[src/rtl/ble_tx_dma_pkg.sv]
// rtl/ble_tx_dma_pkg.sv - state encoding, window defaults and byte/address helpers for the BLE TX DMA
package ble_tx_dma_pkg;

    typedef enum logic [2:0] {
        ST_IDLE,
        ST_REQ,
        ST_READ,
        ST_SEND,
        ST_WAIT_TX,
        ST_DONE
    } state_t;

    localparam logic [31:0] ADR_LL_DEF      = 32'h00C0_0000;
    localparam logic [31:0] ADR_UL_DEF      = 32'h00C0_FFFC;
    localparam int unsigned ACK_TIMEOUT_DEF = 64;

    function automatic logic [7:0] byte_lane(input logic [31:0] word, input logic [1:0] idx);
        logic [31:0] w_sh;
        w_sh = word >> {idx, 3'b000};
        return w_sh[7:0];
    endfunction

    // 33-bit sum so an address near the top of the 32-bit space cannot alias below the window
    function automatic logic [31:0] next_adr(input logic [31:0] adr,
                                             input logic [31:0] lo,
                                             input logic [31:0] hi);
        logic [32:0] w_sum;
        w_sum = {1'b0, adr} + 33'd4;
        return (w_sum > {1'b0, hi}) ? lo : w_sum[31:0];
    endfunction

endpackage

[src/rtl/ble_tx_dma_if.sv]
// rtl/ble_tx_dma_if.sv - arbiter, Wishbone read port and uart_tx handshake bundle
interface ble_tx_dma_if;
    logic        req;
    logic        gnt;
    logic [31:0] wb_adr;
    logic        wb_cyc;
    logic        wb_we;
    logic [3:0]  wb_sel;
    logic [31:0] wb_rdt;
    logic        wb_ack;
    logic [7:0]  tx_data;
    logic        tx_active;
    logic        tx_done;

    modport master (
        output req, wb_adr, wb_cyc, wb_we, wb_sel, tx_data, tx_active,
        input  gnt, wb_rdt, wb_ack, tx_done
    );

    modport slave (
        input  req, wb_adr, wb_cyc, wb_we, wb_sel, tx_data, tx_active,
        output gnt, wb_rdt, wb_ack, tx_done
    );
endinterface

[src/rtl/ble_wb_timeout.sv]
// rtl/ble_wb_timeout.sv - loadable down-counter watchdog; expiry flags the last enabled cycle
module ble_wb_timeout #(
    parameter int unsigned N = 64
) (
    input  logic clk,
    input  logic rst_n,
    input  logic i_load,
    input  logic i_clr,
    input  logic i_en,
    output logic o_expire
);
    localparam int W = $clog2(N + 1);

    logic [W-1:0] r_cnt;

    always_ff @(posedge clk or negedge rst_n) begin
        if (!rst_n) begin
            r_cnt <= '0;
        end else if (i_clr) begin
            r_cnt <= '0;
        end else if (i_load) begin
            r_cnt <= W'(N);
        end else if (i_en && (r_cnt != '0)) begin
            r_cnt <= r_cnt - 1'b1;
        end
    end

    // Loaded with N on entry, so a count of 1 is the N-th enabled cycle
    assign o_expire = i_en && (r_cnt == W'(1));

endmodule

[src/rtl/ble_tx_dma.sv]
// rtl/ble_tx_dma.sv - streams a RAM byte buffer to uart_tx, one 32-bit word read at a time
module ble_tx_dma
    import ble_tx_dma_pkg::*;
#(
    parameter logic [31:0] ADR_LL      = ADR_LL_DEF,
    parameter logic [31:0] ADR_UL      = ADR_UL_DEF,
    parameter int unsigned ACK_TIMEOUT = ACK_TIMEOUT_DEF
) (
    input  logic                wb_clk,
    input  logic                wb_rst_n,
    input  logic                i_start,
    input  logic [31:0]         i_base,
    input  logic [15:0]         i_len,
    input  logic                i_abort,
    output logic                o_busy,
    output logic                o_done,
    output logic                o_err,
    ble_tx_dma_if.master        bus
);
    state_t      r_state;
    logic [31:0] r_adr;
    logic [15:0] r_cnt;
    logic [1:0]  r_idx;
    logic [31:0] r_word;
    logic        r_busy;
    logic        r_done;
    logic        r_err;
    logic        r_req;
    logic        r_cyc;
    logic [31:0] r_wb_adr;
    logic [7:0]  r_tx_data;
    logic        r_tx_active;

    logic        w_tmo_load;
    logic        w_tmo_expire;

    assign w_tmo_load = (r_state == ST_REQ) && bus.gnt && !i_abort;

    ble_wb_timeout #(.N(ACK_TIMEOUT)) u_timeout (
        .clk      (wb_clk),
        .rst_n    (wb_rst_n),
        .i_load   (w_tmo_load),
        .i_clr    (i_abort),
        .i_en     (r_state == ST_READ),
        .o_expire (w_tmo_expire)
    );

    always_ff @(posedge wb_clk or negedge wb_rst_n) begin
        if (!wb_rst_n) begin
            r_state     <= ST_IDLE;
            r_adr       <= '0;
            r_cnt       <= '0;
            r_idx       <= '0;
            r_word      <= '0;
            r_busy      <= 1'b0;
            r_done      <= 1'b0;
            r_err       <= 1'b0;
            r_req       <= 1'b0;
            r_cyc       <= 1'b0;
            r_wb_adr    <= '0;
            r_tx_data   <= '0;
            r_tx_active <= 1'b0;
        end else begin
            r_done <= 1'b0;
            // Abort wins over every other event in the same cycle
            if ((r_state != ST_IDLE) && i_abort) begin
                r_state     <= ST_IDLE;
                r_busy      <= 1'b0;
                r_req       <= 1'b0;
                r_cyc       <= 1'b0;
                r_tx_active <= 1'b0;
            end else begin
                case (r_state)
                    ST_IDLE: begin
                        if (i_start) begin
                            if (i_len != 16'd0) begin
                                r_adr   <= i_base & ~32'h3;
                                r_cnt   <= i_len;
                                r_idx   <= 2'd0;
                                r_err   <= 1'b0;
                                r_busy  <= 1'b1;
                                r_req   <= 1'b1;
                                r_state <= ST_REQ;
                            end else begin
                                r_done <= 1'b1;
                            end
                        end
                    end
                    ST_REQ: begin
                        if (bus.gnt) begin
                            r_cyc    <= 1'b1;
                            r_wb_adr <= r_adr;
                            r_state  <= ST_READ;
                        end
                    end
                    ST_READ: begin
                        if (bus.wb_ack) begin
                            r_word      <= bus.wb_rdt;
                            r_tx_data   <= byte_lane(bus.wb_rdt, r_idx);
                            r_tx_active <= 1'b1;
                            r_req       <= 1'b0;
                            r_cyc       <= 1'b0;
                            r_state     <= ST_SEND;
                        end else if (w_tmo_expire) begin
                            r_err   <= 1'b1;
                            r_busy  <= 1'b0;
                            r_req   <= 1'b0;
                            r_cyc   <= 1'b0;
                            r_state <= ST_IDLE;
                        end
                    end
                    ST_SEND: begin
                        r_tx_active <= 1'b0;
                        r_state     <= ST_WAIT_TX;
                    end
                    ST_WAIT_TX: begin
                        if (bus.tx_done) begin
                            r_cnt <= r_cnt - 16'd1;
                            r_idx <= r_idx + 2'd1;
                            if (r_cnt == 16'd1) begin
                                r_done  <= 1'b1;
                                r_state <= ST_DONE;
                            end else if (r_idx == 2'd3) begin
                                r_adr   <= next_adr(r_adr, ADR_LL, ADR_UL);
                                r_req   <= 1'b1;
                                r_state <= ST_REQ;
                            end else begin
                                r_tx_data   <= byte_lane(r_word, r_idx + 2'd1);
                                r_tx_active <= 1'b1;
                                r_state     <= ST_SEND;
                            end
                        end
                    end
                    ST_DONE: begin
                        r_busy  <= 1'b0;
                        r_state <= ST_IDLE;
                    end
                    default: begin
                        r_state <= ST_IDLE;
                    end
                endcase
            end
        end
    end

    assign o_busy        = r_busy;
    assign o_done        = r_done;
    assign o_err         = r_err;
    assign bus.req       = r_req;
    assign bus.wb_cyc    = r_cyc;
    assign bus.wb_adr    = r_wb_adr;
    assign bus.wb_we     = 1'b0;
    assign bus.wb_sel    = 4'hF;
    assign bus.tx_data   = r_tx_data;
    assign bus.tx_active = r_tx_active;

endmodule
[src/flat_wrapper.sv]
// flat-port wrapper written by rule: the top's interface ports become plain ports
module ble_tx_dma_flat import ble_tx_dma_pkg::*;
#(
    parameter logic [31:0] ADR_LL      = ADR_LL_DEF,
    parameter logic [31:0] ADR_UL      = ADR_UL_DEF,
    parameter int unsigned ACK_TIMEOUT = ACK_TIMEOUT_DEF
)
  (wb_clk, wb_rst_n, i_start, i_base, i_len, i_abort, o_busy, o_done, o_err, bus_req, bus_wb_adr, bus_wb_cyc, bus_wb_we, bus_wb_sel, bus_tx_data, bus_tx_active, bus_gnt, bus_wb_rdt, bus_wb_ack, bus_tx_done);
  ble_tx_dma_if bus_i ();
  input  logic wb_clk;
  input  logic wb_rst_n;
  input  logic i_start;
  input  logic [31:0] i_base;
  input  logic [15:0] i_len;
  input  logic i_abort;
  output logic o_busy;
  output logic o_done;
  output logic o_err;
  output wire logic [$bits(bus_i.req)-1:0] bus_req;
  output wire logic [$bits(bus_i.wb_adr)-1:0] bus_wb_adr;
  output wire logic [$bits(bus_i.wb_cyc)-1:0] bus_wb_cyc;
  output wire logic [$bits(bus_i.wb_we)-1:0] bus_wb_we;
  output wire logic [$bits(bus_i.wb_sel)-1:0] bus_wb_sel;
  output wire logic [$bits(bus_i.tx_data)-1:0] bus_tx_data;
  output wire logic [$bits(bus_i.tx_active)-1:0] bus_tx_active;
  input wire logic [$bits(bus_i.gnt)-1:0] bus_gnt;
  input wire logic [$bits(bus_i.wb_rdt)-1:0] bus_wb_rdt;
  input wire logic [$bits(bus_i.wb_ack)-1:0] bus_wb_ack;
  input wire logic [$bits(bus_i.tx_done)-1:0] bus_tx_done;
  assign bus_req = bus_i.req;
  assign bus_wb_adr = bus_i.wb_adr;
  assign bus_wb_cyc = bus_i.wb_cyc;
  assign bus_wb_we = bus_i.wb_we;
  assign bus_wb_sel = bus_i.wb_sel;
  assign bus_tx_data = bus_i.tx_data;
  assign bus_tx_active = bus_i.tx_active;
  assign bus_i.gnt = bus_gnt;
  assign bus_i.wb_rdt = bus_wb_rdt;
  assign bus_i.wb_ack = bus_wb_ack;
  assign bus_i.tx_done = bus_tx_done;
  ble_tx_dma #(.ADR_LL(ADR_LL), .ADR_UL(ADR_UL), .ACK_TIMEOUT(ACK_TIMEOUT)) u_core (.wb_clk(wb_clk), .wb_rst_n(wb_rst_n), .i_start(i_start), .i_base(i_base), .i_len(i_len), .i_abort(i_abort), .o_busy(o_busy), .o_done(o_done), .o_err(o_err), .bus(bus_i));
endmodule
[config.mk]
export PLATFORM = sky130hd
export DESIGN_NAME = ble_tx_dma_flat
export DESIGN_NICKNAME = d
export VERILOG_FILES = /design/src/rtl/ble_tx_dma_pkg.sv /design/src/rtl/ble_tx_dma_if.sv /design/src/rtl/ble_wb_timeout.sv /design/src/rtl/ble_tx_dma.sv /design/src/flat_wrapper.sv
export SDC_FILE = /design/constraint.sdc
export NUM_CORES = 1
export LEC_CHECK = 0
export CAP_MARGIN = 25
export CORE_ASPECT_RATIO = 1.1
export CORE_UTILIZATION = 48
export DETAILED_ROUTE_END_ITERATION = 16
export HOLD_SLACK_MARGIN = 0.08
export PLACE_DENSITY = 0.77
export SLEW_MARGIN = 20
export SYNTH_ARGS = -nofsm -noshare
export SYNTH_HDL_FRONTEND = slang
export SYNTH_SLANG_ARGS = --single-unit
[constraint.sdc]
create_clock -name wb_clk -period 2.2 [get_ports wb_clk]
set_clock_uncertainty 0.05 [all_clocks]
set_input_delay 0.33 -clock wb_clk [delete_from_list [all_inputs] [get_ports wb_clk]]
set_output_delay 0.33 -clock wb_clk [all_outputs]
set_load 0.02 [all_outputs]
==> results.md <==
- Worst hold path type: in2async
- ANT cells: 0
- Top cells by count, synth: 134 x dfrtp_1, 84 x nand2_1, 65 x nor2_1
- Clock Pin Slew Worst Setup and Hold Paths: 0.06 ns
- Vias in the first global route: a little over 7k
- Die area: approximately 17,000 sq um
- GR Layer Usage met1: a little under a third
- Crit path max fanout: 6
- YS warnings: 0
- Logic pwr share: between 40 and 50%
- Unrepaired setup endpoints after global routing: yes
- EDFF count, synth: 0
- Worst slew pin tran: between 0.5 and 0.6 ns
- NetSw: about 5.7 mW
- DRT Pass-1 Iters: 5
- Nets: roughly 1.1k
- Largest net degree at the start of global routing: between 50 and 60
- Crit path arrival time: about 2.8 ns
- Crit path buffers/inverters: 5
- Fin area: 10,930 sq um
- Cells after synthesis: slightly below 800
- Pint: ~9 mW
- Cell Count, Final, Fillers Out: 1,217
- CTS tree: done
- Initial Util: 49.19%
- Failing checks: setup timing
- Worst path cell trace: buf_12 -> nand4_4 -> nor4_4 -> buf_4 -> buf_4 -> a41o_1 -> a22o_1 -> a2111oi_4 -> buf_4 -> buf_12 -> nand2_4 -> a21o_1 -> a22oi_1
- Post-synth top flop: dfrtp_1
- Gr usage total: a little over a quarter
- First-pass GRT wire length: between 30,000 and 40,000 um
- Pwr Total: between 10 and 15 mW
- Wire per inst: 17.38 um
- FP Rows: 48
- Clock Power Share: between 10% and 20%
- Grt total ovfl: 0
- Max Freq: ~0.40 GHz
- Slowest stage delay, CP: 0.45 ns
- # port buffers: 128
- Top cells by area, synth: dfrtp_1 43%, mux2_2 9.1%, mux4_2 4.7%
- GR peak layer: met2
- Outcome: finished with violations
- Residual DRC: 0
- Sequential Power Share: 30.6%
- CTS buffer count: 17
- Max transition margin: approximately two thirds
- Worst IR Drop VDD: approximately 0.73 mV
- CTS Buffer Depth: 2
- Area Overhead vs Synth: 41.68%
- Register area share after synthesis: a little over two fifths
- Fraction of registers with async set/reset: between 90% and 100%
- Max-slew violations: 0
- Syn avg cell area: ~9.8 sq um
- Net Sw Frac: ~39%
- Worst slack, placed: -0.5337 ns
- DR iter-0 viols: between 400 and 500
- Post-Place Cells: between 1k and 1.5k
- Compound-cell area share of the yosys netlist: a little under an eighth
- Clock sink total: 134
- CP Launch Type: register
- Post-DRT Antenna Nets: 0
- WHS: between 0.3 and 0.4 ns
- #FFs+latches synth: 134
- Final worst slack: -0.3106 ns
- CP Data Required Time: ~2.5 ns
- Final Hold Vio Count: 0
- Mux share of post-synthesis cell area: roughly 14%
- Pwr per Cell Area: about 1300 nW/um^2
- Crit share post-route: 114.1%
- Layout cells sized above 1: around 30%
- Vias: about 7k
- Biggest area consumer among synthesized cells: dfrtp_1
- Worst-Skew Late Latency: between 0.4 and 0.5 ns
- Setup violations, final: 22
- M2 GR Usage: between 40% and 50%
- CP delay by family, top: compound AO/OA/AOI/OAI gates
- Max-cap violations: 0
- Largest family of logic cells by synthesized area: simple AND/OR/NAND/NOR gates
- Synth cell types: between 60 and 70
- Kind of critical path: reg2reg
- CP max stage cell: dfrtp_2
- # H-tree levels: 4
- Boundary pin count: approximately 140
- Post-synthesis xor/xnor area fraction: 1.249%
- Simple-gate share of the synthesized area: 23.02%
- Die X-Extent: 122.9 um
- Clk root buf: clkbuf_16
- Post-DP Area: approximately 9900 sq um
- Die outline height: 134.9 um
- Routed WL: 21,150 um
- Average vias per placed instance: just under 6
- Post-synthesis adder-cell area fraction: roughly 1.1%
- DPL Wire Length: 14,280 um
- Minimum clock period: ~2.5 ns
- Post-Syn Area: slightly below 8000 sq um
- GR Util met3: between 6 and 7%
- Cell with the most instances after synthesis: dfrtp_1
- Synth top area share: between 40% and 50%
- Worst Setup End Kind: register
- Routability cong.: between 0.8 and 0.9
- Final design utilization: between 60% and 70%
- Crit path top cell by count: buf_4
- Final setup TNS: -5.212 ns
- Total core area: 15,680 sq um
- Initial antenna violation count: 0
- Pleak: ~4.6 nW
==> logic make-up after synthesis <==
| group | count (synthesis) |
|---|---|
| compound gates | 138 |
| mux | 81 |
| buf+inv | 81 |
| xor+xnor | 11 |
| simple gates | 336 |
| fa+ha+maj | 7 |
| other cells | 2 |
| flops | 134 |
==> worst register-to-register path, cell delays in order (launching register included) <==
cell and delay [ns]:
dfrtp_2 0.45, buf_12 0.15, nand4_4 0.10, nor4_4 0.05
buf_4 0.15, buf_4 0.13, a41o_1 0.16, a22o_1 0.23
a2111oi_4 0.26, buf_4 0.19, buf_12 0.14, nand2_4 0.05
a21o_1 0.17, a22oi_1 0.15
==> path summary, 6_finish.rpt <==
kind | slack (ns) | end | from | cells after the start
max | -0.31 | u_core.r_adr[19] | u_core.r_adr[2] | 13
min | 0.33 | u_core.bus.wb_adr[12] | wb_rst_n | 2
max reg2reg | -0.31 | u_core.r_adr[19] | u_core.r_adr[2] | 13
min reg2reg | 0.45 | u_core.r_word[30] | u_core.r_word[30] | 1
max in group asynchronous | 1.14 | u_core.r_idx[1] | wb_rst_n | 3
min in group wb_clk | 0.42 | u_core.r_adr[29] | i_base[29] | 3
==> layer usage <==
layer  vias up  wire, um
met4         0       559
met1      3476      8509
met5         -         0
met2       254     10790
li1       3290         -
met3        57      1294
==> layout make-up <==
class	count	area [sq um]
sequential	134	3356
tap	200	250.2
fill	1174	4750
clock inverter	12	143.9
clock buffer	20	456.7
inverter	14	52.55
timing repair buffer	257	2430
multi-input combinational	580	4237
==> power by group through the flow <==
stage	clock network [mW]	logic [mW]	registers, mW
global placement	0	6.55	4.43
CTS	2.95	6.93	4.46
finish	2.90	7.27	4.49
global route	3.06	7.86	4.64
detailed placement	0	6.71	4.49
floorplan	0	3.67	4.79
==> what timing repair did <==
item                                   CTS  global route
hold buffers                             1             0
buffers inserted                         4             6
setup endpoints to repair               26            45
pin swaps                               16            23
gates resized for setup                 18            30
gates cloned                             1             1
endpoints found under the hold margin   36             0
==> cell usage in the layout, fill, tap and decap left out, types with 10 or more instances in the layout <==
cell type / n
mux4_2: 16
and3_1: 14
buf_4: 110
nand3_1: 53
inv_1: 13
nor3_1: 24
nand2_1: 81
a31oi_1: 10
o21ai_0: 29
clkbuf_16: 19
mux2_2: 62
nor2_1: 62
a21oi_1: 41
nand4_1: 16
nor2b_1: 10
dfrtp_1: 132
clkdlybuf4s50_1: 127
==> registers in the layout (all words and copies together) (netlist names), 2 cells and up <==
name	cells
u_core.bus.tx_data	8
u_core.r_word	32
u_core.u_timeout.r_cnt	7
u_core.r_state	3
u_core.r_adr	30
u_core.r_cnt	16
u_core.bus.wb_adr	30
u_core.r_idx	2
Power figures use the tool's default switching activity.
